**src/rtl/tdc_sample_ctrl.sv**
```systemverilog
// TDC sampler: settles, samples and averages 2^AVG_LOG2 thermometer-code counts into one phase result.
// Build option TDC_BUBBLE_FIX_EN: count only the unbroken run of ones from bit 0, ignoring bubbles above it.
module tdc_sample_ctrl #(
    parameter int SETTLE_CYC = 2,
    parameter int AVG_LOG2   = 2
) (
    input  logic        clk,
    input  logic        rst_n,
    input  logic        start,
    input  logic        abort,
    input  logic [31:0] tdc_code,
    output logic        busy,
    output logic        res_valid,
    input  logic        res_ready,
    output logic [4:0]  res_data,
    output logic        sat
);
    localparam int NSMP = 1 << AVG_LOG2;
    localparam int AW   = 5 + AVG_LOG2;
    localparam int CW   = AVG_LOG2 + 1;

    typedef enum logic [1:0] {IDLE, SETTLE, SAMPLE, DONE} state_t;

    state_t        state;
    state_t        nxt;
    logic [3:0]    settle_cnt;
    logic [CW-1:0] sample_cnt;
    logic [AW-1:0] acc;
    logic [AW-1:0] acc_nxt;
    logic [5:0]    ones;
    logic [4:0]    smp_cnt;
    logic          smp_sat;
    logic          settle_last;
    logic          sample_last;

`ifdef TDC_BUBBLE_FIX_EN
    logic run;
    always_comb begin
        ones = '0;
        run  = 1'b1;
        for (int i = 0; i < 32; i++) begin
            if (run && tdc_code[i]) ones = ones + 6'd1;
            else                    run  = 1'b0;
        end
    end
`else
    always_comb begin
        ones = '0;
        for (int i = 0; i < 32; i++) ones = ones + {5'd0, tdc_code[i]};
    end
`endif

    // Only a full 32-one code can reach 32; clamp it into the 5-bit range and flag it.
    assign smp_sat     = ones[5];
    assign smp_cnt     = smp_sat ? 5'd31 : ones[4:0];
    assign acc_nxt     = acc + AW'(smp_cnt);
    assign settle_last = (settle_cnt == 4'(SETTLE_CYC - 1));
    assign sample_last = (sample_cnt == CW'(NSMP - 1));

    always_ff @(posedge clk or negedge rst_n) begin
        if (!rst_n) state <= IDLE;
        else        state <= nxt;
    end

    always_comb begin
        nxt = state;
        if (abort) begin
            nxt = IDLE;
        end else begin
            case (state)
                IDLE:    if (start) nxt = SETTLE;
                SETTLE:  if (settle_last) nxt = SAMPLE;
                SAMPLE:  nxt = sample_last ? DONE : SETTLE;
                DONE:    if (res_ready) nxt = IDLE;
                default: nxt = IDLE;
            endcase
        end
    end

    always_comb begin
        busy      = (state != IDLE);
        res_valid = (state == DONE);
    end

    // Abort freezes the datapath so res_data keeps the last completed result.
    always_ff @(posedge clk or negedge rst_n) begin
        if (!rst_n) begin
            settle_cnt <= '0;
            sample_cnt <= '0;
            acc        <= '0;
            res_data   <= '0;
            sat        <= 1'b0;
        end else if (!abort) begin
            case (state)
                IDLE: begin
                    if (start) begin
                        settle_cnt <= '0;
                        sample_cnt <= '0;
                        acc        <= '0;
                        sat        <= 1'b0;
                    end
                end
                SETTLE: settle_cnt <= settle_last ? 4'd0 : settle_cnt + 4'd1;
                SAMPLE: begin
                    acc        <= acc_nxt;
                    sample_cnt <= sample_cnt + CW'(1);
                    if (smp_sat)     sat      <= 1'b1;
                    if (sample_last) res_data <= acc_nxt[AW-1:AVG_LOG2];
                end
                default: ;
            endcase
        end
    end
endmodule

```
**config.mk**
```make
export PLATFORM = sky130hd
export DESIGN_NAME = tdc_sample_ctrl
export DESIGN_NICKNAME = d
export VERILOG_FILES = /design/src/rtl/tdc_sample_ctrl.sv
export SDC_FILE = /design/constraint.sdc
export NUM_CORES = 1
export LEC_CHECK = 0
export CAP_MARGIN = 20
export CORE_UTILIZATION = 53
export CTS_BUF_LIST = sky130_fd_sc_hd__clkbuf_8
export DETAILED_ROUTE_END_ITERATION = 8
export PLACE_DENSITY = 0.93
export SYNTH_ARGS = -nofsm -noshare
export SYNTH_HDL_FRONTEND = slang
export SYNTH_SLANG_ARGS = --single-unit
```
**constraint.sdc**
```tcl
create_clock -name clk -period 2.1 [get_ports clk]
set_input_delay 0.21 -clock clk [delete_from_list [all_inputs] [get_ports clk]]
set_output_delay 0.21 -clock clk [all_outputs]
set_load 0.01 [all_outputs]
```
==> impl_metrics.prom, run 1 <==
# TYPE chip_impl_metric gauge
chip_impl_metric{name="yosysWarnings",unit=""} 0
chip_impl_metric{name="via_count",unit=""} 1863
chip_impl_metric{name="worstPathArrival",unit="ns"} 5.71
chip_impl_metric{name="place.detailed.hpwl",unit="µm"} 3719
chip_impl_info{name="start_kind",value="input pin"} 1
chip_impl_info{name="setup.worst_path.end_class",value="flip-flop"} 1
chip_impl_metric{name="fp.dieArea",unit="µm²"} 4202
chip_impl_metric{name="worstRegToRegCells",unit=""} 7
chip_impl_metric{name="finish.net_count",unit=""} 365
chip_impl_metric{name="overflow",unit=""} 0
chip_impl_metric{name="worstMarginPinSlew",unit="ns"} 0.7892
chip_impl_metric{name="ctsLongestPathBuffers",unit=""} 2
chip_impl_metric{name="initial_core_util",unit=""} 0.5630
chip_impl_info{name="yosys.area.top_type",value="dfrtp_1"} 1
chip_impl_info{name="tritoncts_clock_tree",value="yes"} 1
chip_impl_metric{name="initialDrtViolationCount",unit=""} 106
chip_impl_metric{name="die_width",unit="µm"} 64.83
chip_impl_info{name="synth_ff_type",value="dfrtp_1"} 1
chip_impl_metric{name="die_h",unit="µm"} 64.83
chip_impl_info{name="failed_checks",value="negative setup slack"} 1
chip_impl_metric{name="vias_in_the_first_global_route",unit=""} 1906
chip_impl_metric{name="synthToLayoutAreaGrowth",unit="%"} 43.30
chip_impl_info{name="rsz0062_at_grt",value="true"} 1
chip_impl_metric{name="final_critical_delay_including_setup_and_external_delays",unit="ns"} 5.553
chip_impl_metric{name="n_fill_cell",unit=""} 200
chip_impl_metric{name="numCtsBuffers",unit=""} 3
chip_impl_metric{name="synth_cells",unit=""} 215
chip_impl_metric{name="grt_util_all_layers",unit=""} 0.2768
chip_impl_metric{name="max_clock_freq",unit="GHz"} 0.1801
chip_impl_metric{name="combined_area_of_all_synthesized_cells",unit="µm²"} 2092
chip_impl_metric{name="postRouteAntennaNets",unit=""} 0
chip_impl_info{name="top_cells_by_area_in_the_synthesized_netlist",value="dfrtp_1 26%, fa_1 24%, ha_1 10%"} 1
chip_impl_metric{name="cts.clk_slew.worst_paths",unit="ns"} 0.08
chip_impl_metric{name="postSynth.asyncResetShare",unit=""} 1.000
chip_impl_metric{name="core",unit="µm²"} 3716
chip_impl_metric{name="max_cap_viol_count",unit=""} 0
chip_impl_info{name="synth_commonest_cells",value="54 x inv_1, 25 x fa_1, 22 x dfrtp_1, 17 x ha_1, 12 x o21ai_0"} 1
chip_impl_info{name="path_class",value="in -> reg"} 1
chip_impl_metric{name="worstPathMaxFanout",unit=""} 2
chip_impl_info{name="status",value="complete, but fails checks"} 1
chip_impl_metric{name="routed_wirelength",unit="µm"} 5850
chip_impl_metric{name="post-route-period-util",unit=""} 2.644
chip_impl_metric{name="diodes",unit=""} 0
chip_impl_metric{name="number_of_distinct_library_cells_after_synthesis",unit=""} 47
chip_impl_info{name="clock-root-buffer",value="clkbuf_8"} 1
chip_impl_metric{name="row_count",unit=""} 22
chip_impl_metric{name="ctsHtreeMaxLevel",unit=""} 1
chip_impl_info{name="timing.hold.worst.class",value="in -> async"} 1
chip_impl_metric{name="timing.slew.headroom",unit=""} 0.4703
chip_impl_metric{name="number_of_antenna_violations_at_the_first_check_in_global_routing",unit=""} 0
chip_impl_metric{name="drive_gt1_frac",unit=""} 0.3592
chip_impl_metric{name="area.sequential",unit="µm²"} 550.5
chip_impl_metric{name="floorplan.io_pins",unit=""} 45
chip_impl_metric{name="synth_enable_flop_cells",unit=""} 0
chip_impl_metric{name="port-buffer-count",unit=""} 44
chip_impl_metric{name="grt_start_max_net_pins",unit=""} 23
chip_impl_metric{name="ys_ff_latch",unit=""} 22
chip_impl_info{name="yosys.cell_count.top_type",value="inv_1"} 1
chip_impl_metric{name="setup_viol",unit=""} 13
chip_impl_info{name="reg2reg_from",value="acc[1]$_DFFE_PN0P_"} 1
chip_impl_metric{name="synth_area_per_cell",unit="µm²"} 9.730
chip_impl_metric{name="reg2reg_slack",unit="ns"} 0.18
chip_impl_metric{name="multi_input_comb_area",unit="µm²"} 1535
chip_impl_metric{name="routed_via_density",unit=""} 5.611
chip_impl_metric{name="grt_pass1_wl",unit="µm"} 8618
chip_impl_metric{name="wire_per_inst",unit="µm"} 17.62
chip_impl_metric{name="worst_slack",unit="ns"} -3.453
chip_impl_metric{name="synth_sequential_area_ratio",unit=""} 0.2632
chip_impl_metric{name="gpl.final_weighted_congestion",unit=""} 0.8947
chip_impl_metric{name="slew_violations",unit=""} 0
chip_impl_metric{name="hold_slack",unit="ns"} 0.2865
chip_impl_metric{name="drt_first_pass_iters",unit=""} 4
chip_impl_metric{name="critical_path_required",unit="ns"} 2.25
chip_impl_metric{name="synth.top_cell.area_share",unit=""} 0.2632
chip_impl_metric{name="finalHoldViolations",unit=""} 0
chip_impl_metric{name="holdBufCountCts",unit=""} 0
chip_impl_metric{name="finalClockSkew",unit="ns"} 0.004268
chip_impl_info{name="timing.rr.end",value="acc[6]$_DFFE_PN0P_"} 1
chip_impl_metric{name="numClockSinks",unit=""} 22
chip_impl_metric{name="clk-insertion-delay-late",unit="ns"} 0.27
chip_impl_metric{name="syn_nets",unit=""} 294
chip_impl_metric{name="drc",unit=""} 0
[logic make-up (layout without fill, tap and decap cells)]
family	Yosys count	after routing	share of synthesized area
adders and majority gates	42	42	0.3409
AOI/OAI and AO/OA	46	46	0.1489
and+or+nand+nor	44	44	0.1184
DFF	22	22	0.2632
xor gates and xnor gates	2	2	0.008375
buffers and inverters	57	126	0.1100
muxes	2	2	0.01017
[how the worst max path moves through the flow]
stage	startpoint	end	slack [ns]	cells past startpoint
finish	tdc_code[13]	res_data[2]$_DFFE_PN0P_	-3.45	21
global route	tdc_code[13]	acc[4]$_DFFE_PN0P_	-3.56	21
CTS	tdc_code[5]	acc[4]$_DFFE_PN0P_	-3.37	21
detailed placement	tdc_code[17]	acc[5]$_DFFE_PN0P_	-4.06	20
global placement	tdc_code[17]	acc[4]$_DFFE_PN0P_	-3.89	21
floorplan	tdc_code[17]	acc[4]$_DFFE_PN0P_	-3.39	20
[layout by cell type, fill, tap and decap left out, drive strengths merged, types with 2 or more instances in the layout]
cell,count
or2,3
a21oi,5
o22ai,2
nand2,12
o21a,2
and2,4
or3,2
clkbuf,6
nand4,3
fa,25
nand3b,2
dfrtp,22
ha,17
a31oi,3
nand3,3
clkdlybuf4s50,29
nor2,7
a22o,4
a211o,4
o21ai,14
a21o,3
nor2b,2
buf,37
inv,54
[state kept, by name, summed over array words and instances (netlist names)]
signal / flops
sat: 1
res_data: 5
acc: 7
settle_cnt: 4
state: 2
sample_cnt: 3
[through the flow]
step | cell area [µm²] | setup WS (ns) | util | setup TNS (ns) | instances
CTS | 2870 | -3.373 | 0.7724 | -40.46 | 330
detailed placement | 2775 | -4.062 | 0.7468 | -48.41 | 324
global route | 2998 | -3.557 | 0.8067 | -42.40 | 332
floorplan | 2152 | -3.392 | - | -38.66 | 215
finish | 2998 | -3.453 | 0.8067 | -40.90 | 332
global placement | 2775 | -3.887 | 0.7468 | -46.48 | 324
[per-layer routing]
metal	share of wire	routed length, µm	GRT usage
met2	0.53	3097	0.4948
met4	0.046	267	0.1278
met1	0.37	2178	0.3164
met3	0.052	307	0.05106
met5	0	0	0
[worst max-delay path: stages]
cell      delay, ns
buf_8          0.07
inv_4          0.03
fa_1           0.51
fa_2           0.56
fa_2           0.46
fa_1           0.58
fa_2           0.46
fa_2           0.55
inv_2          0.04
ha_4           0.16
a21o_1         0.20
a211oi_2       0.25
nor2_1         0.11
or2_4          0.25
ha_4           0.17
inv_2          0.05
fa_2           0.23
nor2b_4        0.06
o21a_1         0.19
or3_4          0.34
a31o_1         0.22
[area by class of cell]
cell class | instances | share of cell area
timing repair buffer | 69 | 0.2020
tap | 48 | 0.02003
clock buffer | 3 | 0.01377
inverter | 54 | 0.06845
sequential | 22 | 0.1836
multi-input combinational | 136 | 0.5121
[what timing repair did]
item / in CTS / in global routing
pin swaps: 45 / 20
resized for setup: 78 / 29
setup endpoints to repair: 13 / 13
setup buffers: 4 / 3
Power of run 1 is left out: the tool's default activity adds up to more than one toggle a clock period on the data nets, which glitch-free logic cannot reach.
==> run 2: changes to the inputs <==
- CORE_UTILIZATION: 53 -> 57
- PLACE_DENSITY: 0.93 -> 0.95
- clock period: 2.1 -> 6.9 ns (I/O delays scaled with it)
==> impl_metrics.prom, run 2 (synthesis results as in run 1) <==
# TYPE chip_impl_metric gauge
chip_impl_metric{name="initial_core_util",unit=""} 0.6125
chip_impl_metric{name="worstMarginPinSlew",unit="ns"} 0.9327
chip_impl_metric{name="setup_viol",unit=""} 0
chip_impl_metric{name="multi_input_comb_area",unit="µm²"} 1316
chip_impl_info{name="largestRegisters",value="acc: 7 flops, res_data: 5 flops, settle_cnt: 4 flops"} 1
chip_impl_metric{name="wire_per_inst",unit="µm"} 14.32
chip_impl_metric{name="core",unit="µm²"} 3416
chip_impl_metric{name="area.sequential",unit="µm²"} 550.5
chip_impl_metric{name="cts.clk_slew.worst_paths",unit="ns"} 0.08
chip_impl_info{name="setup.worst_path.end_class",value="flip-flop"} 1
chip_impl_metric{name="total_design_power",unit="W"} 0.001392
chip_impl_metric{name="drive_gt1_frac",unit=""} 0.05364
chip_impl_metric{name="routed_wirelength",unit="µm"} 4396
chip_impl_metric{name="overflow",unit=""} 0
chip_impl_metric{name="postRouteAntennaNets",unit=""} 0
chip_impl_metric{name="critical_path_required",unit="ns"} 7.06
chip_impl_metric{name="finish.net_count",unit=""} 341
chip_impl_metric{name="gpl.final_weighted_congestion",unit=""} 0.8875
chip_impl_metric{name="vias_in_the_first_global_route",unit=""} 1785
chip_impl_metric{name="numClockSinks",unit=""} 22
chip_impl_metric{name="drc",unit=""} 0
chip_impl_metric{name="worstPathArrival",unit="ns"} 6.83
chip_impl_metric{name="die_h",unit="µm"} 62.58
chip_impl_metric{name="timing.slew.headroom",unit=""} 0.3762
chip_impl_info{name="path_class",value="in -> reg"} 1
chip_impl_metric{name="port-buffer-count",unit=""} 44
chip_impl_metric{name="largest_register_ffs",unit=""} 7
chip_impl_metric{name="power.density",unit="nW/µm²"} 526.1
chip_impl_info{name="final_common_cell",value="inv_1"} 1
chip_impl_metric{name="ctsHtreeMaxLevel",unit=""} 1
chip_impl_metric{name="place.detailed.hpwl",unit="µm"} 3570
chip_impl_metric{name="placedCellCount",unit=""} 303
chip_impl_metric{name="ctsLongestPathBuffers",unit=""} 2
chip_impl_metric{name="row_count",unit=""} 21
chip_impl_metric{name="max_clock_freq",unit="GHz"} 0.1499
chip_impl_metric{name="grt_util_all_layers",unit=""} 0.2491
chip_impl_info{name="tritoncts_clock_tree",value="yes"} 1
chip_impl_metric{name="initialDrtViolationCount",unit=""} 69
chip_impl_metric{name="number_of_antenna_violations_at_the_first_check_in_global_routing",unit=""} 0
chip_impl_metric{name="grt_pass1_wl",unit="µm"} 7672
chip_impl_metric{name="final_critical_delay_including_setup_and_external_delays",unit="ns"} 6.671
chip_impl_info{name="layout.cells.most_common_list",value="54 x inv_1, 44 x clkdlybuf4s50_1, 25 x fa_1, 22 x dfrtp_1, 17 x ha_1"} 1
chip_impl_metric{name="die_width",unit="µm"} 62.58
chip_impl_metric{name="routed_via_density",unit=""} 5.537
chip_impl_metric{name="synthToLayoutAreaGrowth",unit="%"} 26.50
chip_impl_metric{name="max_cap_viol_count",unit=""} 0
chip_impl_metric{name="worstPathMaxFanout",unit=""} 2
chip_impl_metric{name="diodes",unit=""} 0
chip_impl_metric{name="drt_first_pass_iters",unit=""} 4
chip_impl_metric{name="fp.dieArea",unit="µm²"} 3916
chip_impl_info{name="timing.hold.worst.class",value="reg -> reg"} 1
chip_impl_metric{name="fin_cells",unit=""} 307
chip_impl_info{name="clock-root-buffer",value="clkbuf_8"} 1
chip_impl_info{name="status",value="complete, no violations"} 1
chip_impl_info{name="rsz0062_at_grt",value="false"} 1
chip_impl_info{name="top_register",value="acc"} 1
chip_impl_metric{name="postCtsSetupRepairBufs",unit=""} 0
chip_impl_metric{name="cellLeakagePower",unit="nW"} 1.316
chip_impl_metric{name="n_fill_cell",unit=""} 219
chip_impl_metric{name="clk-insertion-delay-late",unit="ns"} 0.27
chip_impl_metric{name="post-route-period-util",unit=""} 0.9668
chip_impl_metric{name="via_count",unit=""} 1700
chip_impl_metric{name="grt_start_max_net_pins",unit=""} 23
chip_impl_metric{name="finalHoldViolations",unit=""} 0
chip_impl_metric{name="slew_violations",unit=""} 0
chip_impl_metric{name="numCtsBuffers",unit=""} 3
chip_impl_metric{name="max-vdd-ir-drop",unit="V"} 0.0005562
chip_impl_info{name="start_kind",value="input pin"} 1
chip_impl_metric{name="finalClockSkew",unit="ns"} 0.004808
chip_impl_metric{name="floorplan.io_pins",unit=""} 45
[run 2: cell type report]
type | count | area share
Inverter | 54 | 0.07660
Clock buffer | 3 | 0.01560
Timing Repair Buffer | 45 | 0.1693
Clock inverter | 1 | 0.01135
Sequential cell | 22 | 0.2080
Multi-Input combinational cell | 136 | 0.4974
Tap cell | 46 | 0.02175
[run 2: metal layers]
metal | global-route usage | up-vias | share of wire
met5 | 0 | - | 0
met4 | 0.1105 | 0 | 0.030
met3 | 0.03650 | 20 | 0.048
met2 | 0.4321 | 65 | 0.53
met1 | 0.3069 | 820 | 0.39
li1 | - | 795 | -
[run 2: power breakdown]
part	switching (W)	leakage (nW)	internal (W)
registers	0.0000265	0.302	0.000154
logic	0.000608	0.978	0.000482
clock network	0.0000440	0.0357	0.0000776
total	0.000679	1.32	0.000714
[run 2: repair_timing]
action | 4_1_cts | 5_1_grt
gates resized for setup | 0 | 1
hold buffers | 0 | 0
endpoints found under the setup margin | 0 | 1
[run 2: worst max-delay path, cell delays in order]
cell and delay, ns:
clkdlybuf4s50_1 0.45, inv_1 0.05, fa_1 0.57, fa_1 0.46, fa_1 0.39, inv_1 0.09, fa_1 0.47, fa_1 0.56
inv_1 0.05, fa_1 0.52, inv_1 0.07, ha_1 0.29, a21o_1 0.19, a211oi_2 0.27, nor2_1 0.10, or2_2 0.29
ha_1 0.20, inv_1 0.07, fa_1 0.21, nor2b_1 0.08, o21a_1 0.18, or3_1 0.33, a32o_1 0.26
[run 2: metrics by stage]
stage	instance area, µm²	hold slack (ns)	util	setup TNS (ns)	setup slack (ns)
after global placement	2570	0.4624	0.7524	0	0.1289
final	2646	0.4837	0.7747	0	0.2290
after global routing	2646	0.5000	0.7747	0	0.04792
after detailed placement	2570	0.4688	0.7524	-0.1319	-0.08965
after floorplan	2092	0.3944	-	0	0.6665
after CTS	2641	0.4862	0.7733	0	0.1729
[run 2: path summary, 6_finish.rpt]
| check | start | to | slack, ns | cells after the start |
|---|---|---|---|---|
| max | tdc_code[5] | acc[4]$_DFFE_PN0P_ | 0.23 | 23 |
| min | res_data[4]$_DFFE_PN0P_ | res_data[4]$_DFFE_PN0P_ | 0.48 | 2 |
| min in group asynchronous | rst_n | res_data[0]$_DFFE_PN0P_ | 0.94 | 1 |
| max reg2reg | acc[0]$_DFFE_PN0P_ | acc[6]$_DFFE_PN0P_ | 4.94 | 7 |
| max in group asynchronous | rst_n | acc[4]$_DFFE_PN0P_ | 5.40 | 1 |
| min reg2reg | res_data[4]$_DFFE_PN0P_ | res_data[4]$_DFFE_PN0P_ | 0.48 | 2 |
Power figures use the tool's default switching activity.
==> run 3: changes to the inputs <==
- CORE_ASPECT_RATIO: default -> 1.4
==> impl_metrics.prom, run 3 (synthesis results as in run 1) <==
# TYPE chip_impl_metric gauge
chip_impl_info{name="status",value="complete, no violations"} 1
chip_impl_metric{name="power.internal",unit="W"} 0.0006966
chip_impl_info{name="clock-root-buffer",value="clkbuf_8"} 1
chip_impl_info{name="crit_start",value="tdc_code[0]"} 1
chip_impl_metric{name="clk-insertion-delay-late",unit="ns"} 0.27
chip_impl_metric{name="reg2reg_slack",unit="ns"} 5.00
chip_impl_metric{name="critical_path_required",unit="ns"} 7.06
chip_impl_metric{name="number_of_antenna_violations_at_the_first_check_in_global_routing",unit=""} 0
chip_impl_info{name="start_kind",value="input pin"} 1
chip_impl_metric{name="finalHoldViolations",unit=""} 0
chip_impl_info{name="path_class",value="in -> reg"} 1
chip_impl_info{name="layout.cells.most_common_list",value="54 x inv_1, 44 x clkdlybuf4s50_1, 25 x fa_1, 22 x dfrtp_1, 17 x ha_1"} 1
chip_impl_metric{name="cts.clk_slew.worst_paths",unit="ns"} 0.08
chip_impl_metric{name="max_clock_freq",unit="GHz"} 0.1508
chip_impl_metric{name="initial_core_util",unit=""} 0.6080
chip_impl_metric{name="via_count",unit=""} 1646
chip_impl_metric{name="timing.critical_path.buf_inv",unit=""} 6
chip_impl_metric{name="worstMarginPinSlew",unit="ns"} 0.7323
chip_impl_metric{name="net-switching-power",unit="W"} 0.0006502
chip_impl_metric{name="worstPathArrival",unit="ns"} 6.80
chip_impl_metric{name="finalClockSkew",unit="ns"} 0.001005
chip_impl_info{name="timing.critical_path.slowest_stage_cell",value="fa_1"} 1
chip_impl_metric{name="drive_gt1_frac",unit=""} 0.05344
chip_impl_metric{name="max-vdd-ir-drop",unit="V"} 0.0005994
chip_impl_info{name="timing.critical_path.cells",value="clkdlybuf4s50_1, inv_1, fa_1, fa_1, inv_1, fa_1, fa_1, fa_1, inv_1, fa_1, inv_1, ha_1, a21o_1, a211oi_1, nor2_1, or2_2, ha_1, inv_1, fa_1, nor2b_1, o21a_1, or3_1, a32o_1"} 1
chip_impl_info{name="timing.hold.worst.class",value="reg -> reg"} 1
chip_impl_metric{name="diodes",unit=""} 0
chip_impl_metric{name="timing.slew.headroom",unit=""} 0.5085
chip_impl_metric{name="finish.net_count",unit=""} 342
chip_impl_metric{name="post-route-period-util",unit=""} 0.9613
chip_impl_metric{name="final_critical_delay_including_setup_and_external_delays",unit="ns"} 6.633
chip_impl_metric{name="largest_register_ffs",unit=""} 7
chip_impl_metric{name="ctsLongestPathBuffers",unit=""} 2
chip_impl_metric{name="port-buffer-count",unit=""} 44
chip_impl_info{name="delay_heaviest_family_cp",value="adder cells"} 1
chip_impl_metric{name="core",unit="µm²"} 3441
chip_impl_metric{name="cellLeakagePower",unit="nW"} 1.322
chip_impl_metric{name="drc",unit=""} 0
chip_impl_metric{name="synthToLayoutAreaGrowth",unit="%"} 26.61
chip_impl_metric{name="ctsHtreeMaxLevel",unit=""} 1
chip_impl_metric{name="hold_slack",unit="ns"} 0.4863
chip_impl_metric{name="holdBufCountCts",unit=""} 0
chip_impl_metric{name="postCtsSetupRepairBufs",unit=""} 0
chip_impl_metric{name="fp.dieArea",unit="µm²"} 3920
chip_impl_metric{name="die_width",unit="µm"} 53.20
chip_impl_info{name="tritoncts_clock_tree",value="yes"} 1
chip_impl_metric{name="numCtsBuffers",unit=""} 3
chip_impl_metric{name="gpl.final_weighted_congestion",unit=""} 0.8216
chip_impl_metric{name="hold-path-cell-count",unit=""} 2
chip_impl_metric{name="floorplan.io_pins",unit=""} 45
chip_impl_info{name="rsz0062_at_grt",value="false"} 1
chip_impl_info{name="reg2reg_from",value="acc[0]$_DFFE_PN0P_"} 1
chip_impl_metric{name="row_count",unit=""} 25
chip_impl_metric{name="numClockSinks",unit=""} 22
chip_impl_info{name="worst_path_most_repeated_cell",value="fa_1"} 1
chip_impl_metric{name="power.density",unit="nW/µm²"} 508.5
chip_impl_metric{name="worstPathMaxFanout",unit=""} 2
chip_impl_metric{name="worstRegToRegCells",unit=""} 7
chip_impl_metric{name="grt_pass1_wl",unit="µm"} 6782
chip_impl_info{name="top_register",value="acc"} 1
chip_impl_metric{name="place.detailed.hpwl",unit="µm"} 3433
chip_impl_metric{name="power_frac_comb",unit=""} 0.776
chip_impl_metric{name="routed_wirelength",unit="µm"} 4131
chip_impl_metric{name="setup_viol",unit=""} 0
chip_impl_metric{name="cts-resized-gates",unit=""} 0
chip_impl_metric{name="share_clk_of_total_power",unit=""} 0.091
chip_impl_metric{name="seqPwrFrac",unit=""} 0.133
chip_impl_metric{name="routed_via_density",unit=""} 5.450
chip_impl_metric{name="postRouteAntennaNets",unit=""} 0
chip_impl_info{name="timing.rr.end",value="acc[6]$_DFFE_PN0P_"} 1
chip_impl_metric{name="critical_path.max_stage_delay",unit="ns"} 0.56
chip_impl_info{name="hp-start",value="res_data[4]$_DFFE_PN0P_"} 1
chip_impl_info{name="worstHoldEndpoint",value="res_data[4]$_DFFE_PN0P_"} 1
chip_impl_metric{name="initialDrtViolationCount",unit=""} 33
chip_impl_metric{name="max_cap_viol_count",unit=""} 0
chip_impl_info{name="setup.worst_path.end_class",value="flip-flop"} 1
chip_impl_metric{name="drt_first_pass_iters",unit=""} 4
chip_impl_metric{name="vias_in_the_first_global_route",unit=""} 1692
chip_impl_info{name="largestRegisters",value="acc: 7 flops, res_data: 5 flops, settle_cnt: 4 flops"} 1
chip_impl_metric{name="overflow",unit=""} 0
chip_impl_metric{name="grt_start_max_net_pins",unit=""} 23
chip_impl_metric{name="wire_per_inst",unit="µm"} 13.68
chip_impl_info{name="final_common_cell",value="inv_1"} 1
chip_impl_metric{name="slew_violations",unit=""} 0
chip_impl_metric{name="grt_util_all_layers",unit=""} 0.2342
chip_impl_metric{name="sw_frac_of_total",unit=""} 0.4828
chip_impl_metric{name="die_h",unit="µm"} 73.68
chip_impl_metric{name="setup_tns_final",unit="ns"} 0
run 3: cell count changes in the layout (fill, tap and decap cells not counted), sizes merged:
cell	before	now
buf	1	2
run 3: worst register-to-register path, cell delays in order, from the launching register on:
cell,delay (ns)
dfrtp_1,0.36
ha_1,0.18
inv_1,0.06
fa_1,0.39
nor2b_1,0.17
o2111ai_1,0.23
a211o_1,0.35
o21ai_0,0.08
run 3: power groups by stage:
stage          clock [W]  combinational, W  sequential, W
2_1_floorplan          0          0.000806       0.000170
3_3_place_gp           0          0.000966       0.000180
3_5_place_dp           0           0.00103       0.000181
4_1_cts         0.000123           0.00105       0.000179
5_1_grt         0.000130           0.00121       0.000184
6_report        0.000122           0.00105       0.000179
run 3: cell type report:
class                           count  area (µm²)
Clock inverter                      1       30.03
Timing Repair Buffer               46       462.9
Fill cell                         246       792.0
Inverter                           54       202.7
Multi-Input combinational cell    136        1311
Clock buffer                        3       41.29
Tap cell                           40       50.05
Sequential cell                    22       550.5
run 3: how the worst max path moves through the flow:
stage | endpoint | slack (ns) | cells past startpoint
after floorplan | acc[4]$_DFFE_PN0P_ | 0.67 | 22
after global placement | acc[4]$_DFFE_PN0P_ | 0.12 | 23
after detailed placement | acc[4]$_DFFE_PN0P_ | -0.05 | 23
after CTS | acc[4]$_DFFE_PN0P_ | 0.24 | 23
after global routing | acc[4]$_DFFE_PN0P_ | 0.003 | 23
final | acc[4]$_DFFE_PN0P_ | 0.27 | 23
run 3: metrics by stage:
step	utilization	cell area [µm²]	power [W]	setup slack (ns)	instances
after CTS	0.7655	2634	0.001357	0.2379	301
after floorplan	-	2092	0.0009763	0.6665	215
after global placement	0.7447	2562	0.001146	0.1246	297
final	0.7698	2649	0.001347	0.2668	302
after detailed placement	0.7447	2562	0.001212	-0.04884	297
after global routing	0.7698	2649	0.001525	0.002810	302
run 3: layer usage:
layer / global-route usage / part of all wire / vias to the layer above / wire (µm)
met3: 0.05176 / 0.037 / 7 / 153
met2: 0.4250 / 0.55 / 40 / 2252
met5: 0 / 0 / - / 0
met4: 0.05848 / 0.011 / 0 / 46
met1: 0.2695 / 0.41 / 806 / 1679
li1: - / - / 793 / -
